File: src/rtl/dtw_pkg.sv
// Shared widths, defaults and the FSM state type for the DTW stream feeder.
package dtw_pkg;

  localparam int DTW_WIDTH    = 16;
  localparam int DTW_SQG_SIZE = 250;
  localparam int DTW_POST_CYC = 2;

  typedef logic [DTW_WIDTH-1:0] dtw_sample_t;

  typedef enum logic [2:0] {
    ST_IDLE   = 3'd0,
    ST_CLEAR  = 3'd1,
    ST_RUN    = 3'd2,
    ST_DRAIN  = 3'd3,
    ST_RESULT = 3'd4
  } dtw_state_t;

endpackage

File: src/rtl/dtw_stream_feeder_if.sv
// Stream, core-side and result signals of the DTW feeder; master = feeder, slave = environment.
// DTW_FEEDER_PERF_EN adds the perf_stall/perf_total counters.
interface dtw_stream_feeder_if
  import dtw_pkg::*;
#(
  parameter int WIDTH = DTW_WIDTH
);

  logic             start;
  logic [31:0]      ref_len;
  logic             q_valid;
  logic [WIDTH-1:0] q_data;
  logic             q_ready;
  logic             r_valid;
  logic [WIDTH-1:0] r_data;
  logic             r_ready;
  logic             core_rst;
  logic             core_running;
  logic [WIDTH-1:0] core_squiggle;
  logic [WIDTH-1:0] core_rword;
  logic             core_done;
  logic [WIDTH-1:0] core_minval;
  logic [31:0]      core_position;
  logic             res_valid;
  logic [WIDTH-1:0] res_minval;
  logic [31:0]      res_position;
  logic             res_ready;
  logic             busy;
`ifdef DTW_FEEDER_PERF_EN
  logic [31:0]      perf_stall;
  logic [31:0]      perf_total;
`endif

  modport master (
    input  start, ref_len, q_valid, q_data, r_valid, r_data,
           core_done, core_minval, core_position, res_ready,
    output q_ready, r_ready, core_rst, core_running, core_squiggle, core_rword,
           res_valid, res_minval, res_position, busy
`ifdef DTW_FEEDER_PERF_EN
    , output perf_stall, perf_total
`endif
  );

  modport slave (
    output start, ref_len, q_valid, q_data, r_valid, r_data,
           core_done, core_minval, core_position, res_ready,
    input  q_ready, r_ready, core_rst, core_running, core_squiggle, core_rword,
           res_valid, res_minval, res_position, busy
`ifdef DTW_FEEDER_PERF_EN
    , input perf_stall, perf_total
`endif
  );

endinterface

File: src/rtl/dtw_sat_counter.sv
// 32-bit up-counter with synchronous clear that sticks at all-ones instead of wrapping.
module dtw_sat_counter (
  input  logic        clk,
  input  logic        rst_n,
  input  logic        i_clr,
  input  logic        i_en,
  output logic [31:0] o_cnt
);

  always_ff @(posedge clk or negedge rst_n) begin
    if (!rst_n) begin
      o_cnt <= '0;
    end else if (i_clr) begin
      o_cnt <= '0;
    end else if (i_en && (o_cnt != 32'hFFFF_FFFF)) begin
      o_cnt <= o_cnt + 32'd1;
    end
  end

endmodule

File: src/rtl/dtw_stream_feeder.sv
// Feeds query/reference streams into the systolic DTW core, drains it and returns the result.
// Optional DTW_FEEDER_PERF_EN adds stall/total cycle counters.
module dtw_stream_feeder
  import dtw_pkg::*;
#(
  parameter int WIDTH    = DTW_WIDTH,
  parameter int SQG_SIZE = DTW_SQG_SIZE,
  parameter int POST_CYC = DTW_POST_CYC  // must be >= 1
) (
  input  logic                clk,
  input  logic                rst_n,
  dtw_stream_feeder_if.master bus
);

  // state  | meaning
  // IDLE   | core held in clear, waiting for start
  // CLEAR  | one clear cycle after start
  // RUN    | one pair per advance; stall whenever a live stream is not valid
  // DRAIN  | POST_CYC flush advances after core done
  // RESULT | result held until res_ready
  dtw_state_t       r_state, w_state_nxt;
  logic [31:0]      r_ref_len;
  logic             r_res_valid;
  logic [WIDTH-1:0] r_res_minval;
  logic [31:0]      r_res_position;

  logic [31:0]      w_q_cnt, w_r_cnt, w_post_cnt;
  logic             w_start_acc, w_in_run, w_in_drain;
  logic             w_q_more, w_r_more, w_adv, w_cap;
  logic             w_core_rst, w_core_running, w_q_ready, w_r_ready;
  logic [WIDTH-1:0] w_squiggle, w_rword;

  assign w_start_acc = (r_state == ST_IDLE) && bus.start;
  assign w_in_run    = (r_state == ST_RUN);
  assign w_in_drain  = (r_state == ST_DRAIN);
  assign w_q_more    = (w_q_cnt < 32'(SQG_SIZE));
  assign w_r_more    = (w_r_cnt < r_ref_len);
  assign w_adv       = (w_q_more ? bus.q_valid : 1'b1) & (w_r_more ? bus.r_valid : 1'b1);

  always_comb begin
    w_state_nxt    = r_state;
    w_core_rst     = 1'b0;
    w_core_running = 1'b0;
    w_q_ready      = 1'b0;
    w_r_ready      = 1'b0;
    w_squiggle     = '0;
    w_rword        = '0;
    w_cap          = 1'b0;
    case (r_state)
      ST_IDLE: begin
        w_core_rst = 1'b1;
        if (bus.start) w_state_nxt = ST_CLEAR;
      end
      ST_CLEAR: begin
        w_core_rst  = 1'b1;
        w_state_nxt = ST_RUN;
      end
      ST_RUN: begin
        w_core_running = w_adv;
        w_q_ready      = w_adv & w_q_more;
        w_r_ready      = w_adv & w_r_more;
        w_squiggle     = w_q_more ? bus.q_data : '0;
        w_rword        = w_r_more ? bus.r_data : '0;
        if (bus.core_done) w_state_nxt = ST_DRAIN;
      end
      ST_DRAIN: begin
        w_core_running = 1'b1;
        if (w_post_cnt >= 32'(POST_CYC - 1)) begin
          w_cap       = 1'b1;
          w_state_nxt = ST_RESULT;
        end
      end
      ST_RESULT: begin
        if (bus.res_ready) w_state_nxt = ST_IDLE;
      end
      default: w_state_nxt = ST_IDLE;
    endcase
  end

  always_ff @(posedge clk or negedge rst_n) begin
    if (!rst_n) begin
      r_state        <= ST_IDLE;
      r_ref_len      <= '0;
      r_res_valid    <= 1'b0;
      r_res_minval   <= '0;
      r_res_position <= '0;
    end else begin
      r_state <= w_state_nxt;
      if (w_start_acc) r_ref_len <= bus.ref_len;
      // capture on the last drain edge; the core advances on that same edge
      if (w_cap) begin
        r_res_valid    <= 1'b1;
        r_res_minval   <= bus.core_minval;
        r_res_position <= bus.core_position;
      end else if ((r_state == ST_RESULT) && bus.res_ready) begin
        r_res_valid <= 1'b0;
      end
    end
  end

  dtw_sat_counter u_q_cnt (
    .clk(clk), .rst_n(rst_n), .i_clr(w_start_acc), .i_en(w_q_ready), .o_cnt(w_q_cnt)
  );
  dtw_sat_counter u_r_cnt (
    .clk(clk), .rst_n(rst_n), .i_clr(w_start_acc), .i_en(w_r_ready), .o_cnt(w_r_cnt)
  );
  dtw_sat_counter u_post_cnt (
    .clk(clk), .rst_n(rst_n), .i_clr(w_in_run), .i_en(w_in_drain), .o_cnt(w_post_cnt)
  );

`ifdef DTW_FEEDER_PERF_EN
  logic [31:0] w_perf_stall, w_perf_total;
  logic        w_perf_active;

  assign w_perf_active = (r_state == ST_CLEAR) || w_in_run || w_in_drain;

  dtw_sat_counter u_perf_stall (
    .clk(clk), .rst_n(rst_n), .i_clr(w_start_acc), .i_en(w_in_run && !w_adv),
    .o_cnt(w_perf_stall)
  );
  dtw_sat_counter u_perf_total (
    .clk(clk), .rst_n(rst_n), .i_clr(w_start_acc), .i_en(w_perf_active),
    .o_cnt(w_perf_total)
  );

  assign bus.perf_stall = w_perf_stall;
  assign bus.perf_total = w_perf_total;
`endif

  assign bus.q_ready       = w_q_ready;
  assign bus.r_ready       = w_r_ready;
  assign bus.core_rst      = w_core_rst;
  assign bus.core_running  = w_core_running;
  assign bus.core_squiggle = w_squiggle;
  assign bus.core_rword    = w_rword;
  assign bus.res_valid     = r_res_valid;
  assign bus.res_minval    = r_res_minval;
  assign bus.res_position  = r_res_position;
  assign bus.busy          = (r_state != ST_IDLE);

endmodule

File: src/flat_wrapper.sv
// flat-port wrapper written by rule: the top's interface ports become plain ports
module dtw_stream_feeder_flat import dtw_pkg::*;
#(
  parameter int WIDTH    = DTW_WIDTH,
  parameter int SQG_SIZE = DTW_SQG_SIZE,
  parameter int POST_CYC = DTW_POST_CYC                 
)
  (clk, rst_n, bus_start, bus_ref_len, bus_q_valid, bus_q_data, bus_r_valid, bus_r_data, bus_core_done, bus_core_minval, bus_core_position, bus_res_ready, bus_q_ready, bus_r_ready, bus_core_rst, bus_core_running, bus_core_squiggle, bus_core_rword, bus_res_valid, bus_res_minval, bus_res_position, bus_busy);
  dtw_stream_feeder_if #(.WIDTH(WIDTH)) bus_i ();
  input  logic clk;
  input  logic rst_n;
  input wire logic [$bits(bus_i.start)-1:0] bus_start;
  input wire logic [$bits(bus_i.ref_len)-1:0] bus_ref_len;
  input wire logic [$bits(bus_i.q_valid)-1:0] bus_q_valid;
  input wire logic [$bits(bus_i.q_data)-1:0] bus_q_data;
  input wire logic [$bits(bus_i.r_valid)-1:0] bus_r_valid;
  input wire logic [$bits(bus_i.r_data)-1:0] bus_r_data;
  input wire logic [$bits(bus_i.core_done)-1:0] bus_core_done;
  input wire logic [$bits(bus_i.core_minval)-1:0] bus_core_minval;
  input wire logic [$bits(bus_i.core_position)-1:0] bus_core_position;
  input wire logic [$bits(bus_i.res_ready)-1:0] bus_res_ready;
  output wire logic [$bits(bus_i.q_ready)-1:0] bus_q_ready;
  output wire logic [$bits(bus_i.r_ready)-1:0] bus_r_ready;
  output wire logic [$bits(bus_i.core_rst)-1:0] bus_core_rst;
  output wire logic [$bits(bus_i.core_running)-1:0] bus_core_running;
  output wire logic [$bits(bus_i.core_squiggle)-1:0] bus_core_squiggle;
  output wire logic [$bits(bus_i.core_rword)-1:0] bus_core_rword;
  output wire logic [$bits(bus_i.res_valid)-1:0] bus_res_valid;
  output wire logic [$bits(bus_i.res_minval)-1:0] bus_res_minval;
  output wire logic [$bits(bus_i.res_position)-1:0] bus_res_position;
  output wire logic [$bits(bus_i.busy)-1:0] bus_busy;
  assign bus_i.start = bus_start;
  assign bus_i.ref_len = bus_ref_len;
  assign bus_i.q_valid = bus_q_valid;
  assign bus_i.q_data = bus_q_data;
  assign bus_i.r_valid = bus_r_valid;
  assign bus_i.r_data = bus_r_data;
  assign bus_i.core_done = bus_core_done;
  assign bus_i.core_minval = bus_core_minval;
  assign bus_i.core_position = bus_core_position;
  assign bus_i.res_ready = bus_res_ready;
  assign bus_q_ready = bus_i.q_ready;
  assign bus_r_ready = bus_i.r_ready;
  assign bus_core_rst = bus_i.core_rst;
  assign bus_core_running = bus_i.core_running;
  assign bus_core_squiggle = bus_i.core_squiggle;
  assign bus_core_rword = bus_i.core_rword;
  assign bus_res_valid = bus_i.res_valid;
  assign bus_res_minval = bus_i.res_minval;
  assign bus_res_position = bus_i.res_position;
  assign bus_busy = bus_i.busy;
  dtw_stream_feeder #(.WIDTH(WIDTH), .SQG_SIZE(SQG_SIZE), .POST_CYC(POST_CYC)) u_core (.clk(clk), .rst_n(rst_n), .bus(bus_i));
endmodule
File: config.mk
export PLATFORM = sky130hd
export DESIGN_NAME = dtw_stream_feeder_flat
export DESIGN_NICKNAME = d
export VERILOG_FILES = /design/src/rtl/dtw_pkg.sv /design/src/rtl/dtw_stream_feeder_if.sv /design/src/rtl/dtw_sat_counter.sv /design/src/rtl/dtw_stream_feeder.sv /design/src/flat_wrapper.sv
export SDC_FILE = /design/constraint.sdc
export NUM_CORES = 1
export LEC_CHECK = 0
export ABC_CLOCK_PERIOD_IN_PS = 2800
export CELL_PAD_IN_SITES_DETAIL_PLACEMENT = 1
export CELL_PAD_IN_SITES_GLOBAL_PLACEMENT = 2
export CORE_MARGIN = 1.5
export CORE_UTILIZATION = 28
export DETAILED_ROUTE_END_ITERATION = 10
export PLACE_DENSITY_LB_ADDON = 0.1
export SETUP_SLACK_MARGIN = 0.4
export SLEW_MARGIN = 20
export SYNTH_ARGS = -nofsm -noshare
export SYNTH_HDL_FRONTEND = slang
export SYNTH_SLANG_ARGS = --single-unit
File: constraint.sdc
create_clock -name clk -period 2.8 [get_ports clk]
set_clock_uncertainty 0.15 [all_clocks]
set_input_delay 0.42 -clock clk [delete_from_list [all_inputs] [get_ports clk]]
set_output_delay 0.42 -clock clk [all_outputs]
set_load 0.005 [all_outputs]
==> results_dict.tcl, run 1 <==
set metrics [dict create \
    synth_top_flop_cell "dfrtp_1" \
    clk_path_buf_depth 2 \
    cap_violations 0 \
    final_cell_mix "dfrtp_1, clkdlybuf4s50_1, buf_4" \
    num-nets-final 1426 \
    die_h_um 183 \
    ios 205 \
    route.detailed.drc 0 \
    hold_viol_final 0 \
    netlist_area_um2 9080 \
    period_minus_slack_ns 3.39 \
    wl_per_cell_um 18.3 \
    peakVddDrop_v 0.000512 \
    cts_root_buffer "clkbuf_16" \
    diodes 0 \
    crit_fanout 3 \
    h-tree-depth 4 \
    path_buf_inv 4 \
    drive_above_1_share_pct 36.2 \
    final_util_pct 46.9 \
    critPathRequiredTime_ns 2.23 \
    synth_cells 908 \
    cts-buffers-inserted 17 \
    synth_top_cell_area_share_pct 49.6 \
    finalWorstSetupSlack_ns -0.593 \
    final_common_cell "dfrtp_1" \
    dpl.hpwl_um 19600 \
    areaGrowthSynthToFinish_pct 63.7 \
    gr-usage-all-layers_pct 18.1 \
    report.final.slew_viol_count 0 \
    critPathTopFamily "simple AND/OR/NAND/NOR gates" \
    vias 8363 \
    synth_nets 1063 \
    p_leak_nw 6.50 \
    rows 65 \
    async_flop_share_pct 100 \
    pwr_density_cell_nw_per_um2 830 \
    ys_types 57 \
    antenna_found_initial 0 \
    ys_ff_latch 180 \
    tightest_slew_ns 0.527 \
    grt_pass1_wl_um 47700 \
    portBuffers 204 \
    yosysTopAreaCell "dfrtp_1" \
    synth.avg_cell_area_um2 10.0 \
    critPathSlowestCell "dfrtp_1" \
    clk_latency_ns 0.46 \
    violations "negative setup slack" \
    drt_iter0_drc 295 \
    total_power_mw 12.3 \
    fmax_mhz 295 \
    die_w_um 183 \
    dieArea_um2 33500 \
    crit_type "flip-flop to output port" \
    initial_core_util_pct 28.6 \
    worstPathArrival_ns 2.82 \
    ys_top_cells_by_area "dfrtp_1, mux2_2, ha_1, nand2_1, and2_1" \
    rsz0062_at_grt "true" \
    synth_seq_area_share_pct 49.6 \
    synth_edf_count 0 \
    cts_tree "built" \
    slowest_delay_ns 0.42 \
    grt_overflow_total 0 \
    grt_max_degree 65 \
    finalSetupViolCount 79 \
    start_kind "flip-flop" \
    firstDrtPassIters 4 \
    grt_pass1_vias 8774 \
    relSlewSlack_pct 64.8 \
    routabilityCongestion 0.728 \
    crit_path_end_kind "output port" \
    avgViaCountPerCell 4.96 \
    core_area_um2 31700 \
    crit_chain "ha_4, nand4_1, buf_4, nor4_4, nand3_1, a21oi_2, buf_4, buf_6, nor4_4, or2_4, a21oi_2, buf_2" \
    hold_path_class "flip-flop to flip-flop" \
    cts_sinks 180 \
    wirelength_um 30800 \
    period_share_pct 121 \
    ys_warn_count 0 \
    ant_nets 0 \
    status "complete, but fails checks" \
    clk_pin_slew_worst_paths_ns 0.09 \
]
==> cell families after synthesis <==
logic type	Yosys count	synth area share, %
fa+ha+maj	36	4.96
xor+xnor	21	2.03
compound gates	148	10.3
simple gates	391	23.1
buf+inv	81	3.65
mux	51	6.30
flops	180	49.6
==> sequential cells by signal, indices dropped and copies added (netlist names) <==
signal                   cells
u_core.bus.res_minval       16
u_core.bus.res_position     32
u_core.bus.res_valid         1
u_core.r_ref_len            32
u_core.r_state               3
u_core.u_post_cnt.o_cnt     32
u_core.u_q_cnt.o_cnt        32
u_core.u_r_cnt.o_cnt        32
==> what timing repair did <==
| item | 4_1_cts | 5_1_grt |
|---|---|---|
| hold buffers | 1 | 0 |
| gates resized for setup | 292 | 142 |
| pin swaps | 66 | 65 |
| gates cloned | 7 | 3 |
| setup buffers | 49 | 24 |
| hold endpoints to repair | 55 | 0 |
| setup endpoints to repair | 147 | 143 |
==> where the power goes <==
part | switching, mW | internal (mW) | leakage (nW)
Combinational | 2.64 | 3.63 | 3.89
Sequential | 0.340 | 3.27 | 2.33
Clock | 1.26 | 1.20 | 0.287
==> Yosys cell counts (all sizes together), types with 25 or more instances <==
library cell    n
dfrtp         180
nand2          89
nor2           59
o21ai          55
mux2           49
and2           43
nand3          41
inv            39
a21oi          38
ha             36
and3           31
clkbuf         26
nor4           25
==> metal layers <==
metal | up-vias | track usage, % | part of all wire [%] | routed length, um
met5 | - | 0 | 0 | 0
met3 | 20 | 3.61 | 3.3 | 1020
met2 | 122 | 30.3 | 50 | 15300
li1 | 3982 | - | - | -
met1 | 4239 | 23.9 | 46 | 14200
met4 | 0 | 4.39 | 1.0 | 323
==> layout make-up <==
cell class                      instances  area, um2
Timing Repair Buffer                  386       3840
Clock buffer                           17        425
Fill cell                            3421      16900
Inverter                               39        146
Tap cell                              402        503
Clock inverter                         14        158
Sequential cell                       180       4510
Multi-Input combinational cell        647       5280
==> per-stage QoR <==
step	cells	worst slack (ns)	hold WS [ns]	TNS (ns)	cell area (um2)
6_report	1685	-0.593	0.344	-24.43	14900
3_5_place_dp	1570	-0.611	0.294	-16.93	12300
2_1_floorplan	908	0.157	-0.0256	0	9200
3_3_place_gp	1570	-0.502	0.299	-13.21	12300
4_1_cts	1658	-0.583	0.349	-15.38	13900
5_1_grt	1685	-0.803	0.373	-38.48	14900
==> tightest hold or removal path, cell delays in order, from the launching register on <==
cell and delay, ns:
dfrtp_1 0.36, nand2_1 0.05, nand2_1 0.05
==> final timing paths <==
path,slack (ns),cells after the start,to,startpoint
min reg2reg,0.34,2,u_core.bus.res_valid,u_core.bus.res_valid
min,0.34,2,u_core.bus.res_valid,u_core.bus.res_valid
max,-0.59,12,bus_core_running,u_core.u_r_cnt.o_cnt[27]
max reg2reg,-0.45,13,u_core.u_r_cnt.o_cnt[24],u_core.u_r_cnt.o_cnt[28]
min in group asynchronous,0.36,2,u_core.r_ref_len[11],rst_n
max in group asynchronous,1.25,3,u_core.u_post_cnt.o_cnt[7],rst_n
No activity file was read; power rests on OpenSTA's default activity.
==> run 2, diff against run 1 <==
--- a/config.mk
+++ b/config.mk
@@ -10,6 +10,7 @@
 export CELL_PAD_IN_SITES_GLOBAL_PLACEMENT = 2
 export CORE_MARGIN = 1.5
 export CORE_UTILIZATION = 28
+export CTS_CLUSTER_SIZE = 10
 export DETAILED_ROUTE_END_ITERATION = 10
 export PLACE_DENSITY_LB_ADDON = 0.1
 export SETUP_SLACK_MARGIN = 0.4
==> results of run 2 <==
No change in the layout: final DEF, timing and power equal those of run 1.
==> run 3, diff against run 2 <==
--- a/config.mk
+++ b/config.mk
@@ -10,6 +10,7 @@
 export CELL_PAD_IN_SITES_GLOBAL_PLACEMENT = 2
 export CORE_MARGIN = 1.5
 export CORE_UTILIZATION = 28
+export CTS_CLUSTER_DIAMETER = 40
 export CTS_CLUSTER_SIZE = 10
 export DETAILED_ROUTE_END_ITERATION = 10
 export PLACE_DENSITY_LB_ADDON = 0.1
==> results of run 3 <==
No change in the layout: final DEF, timing and power equal those of run 1.
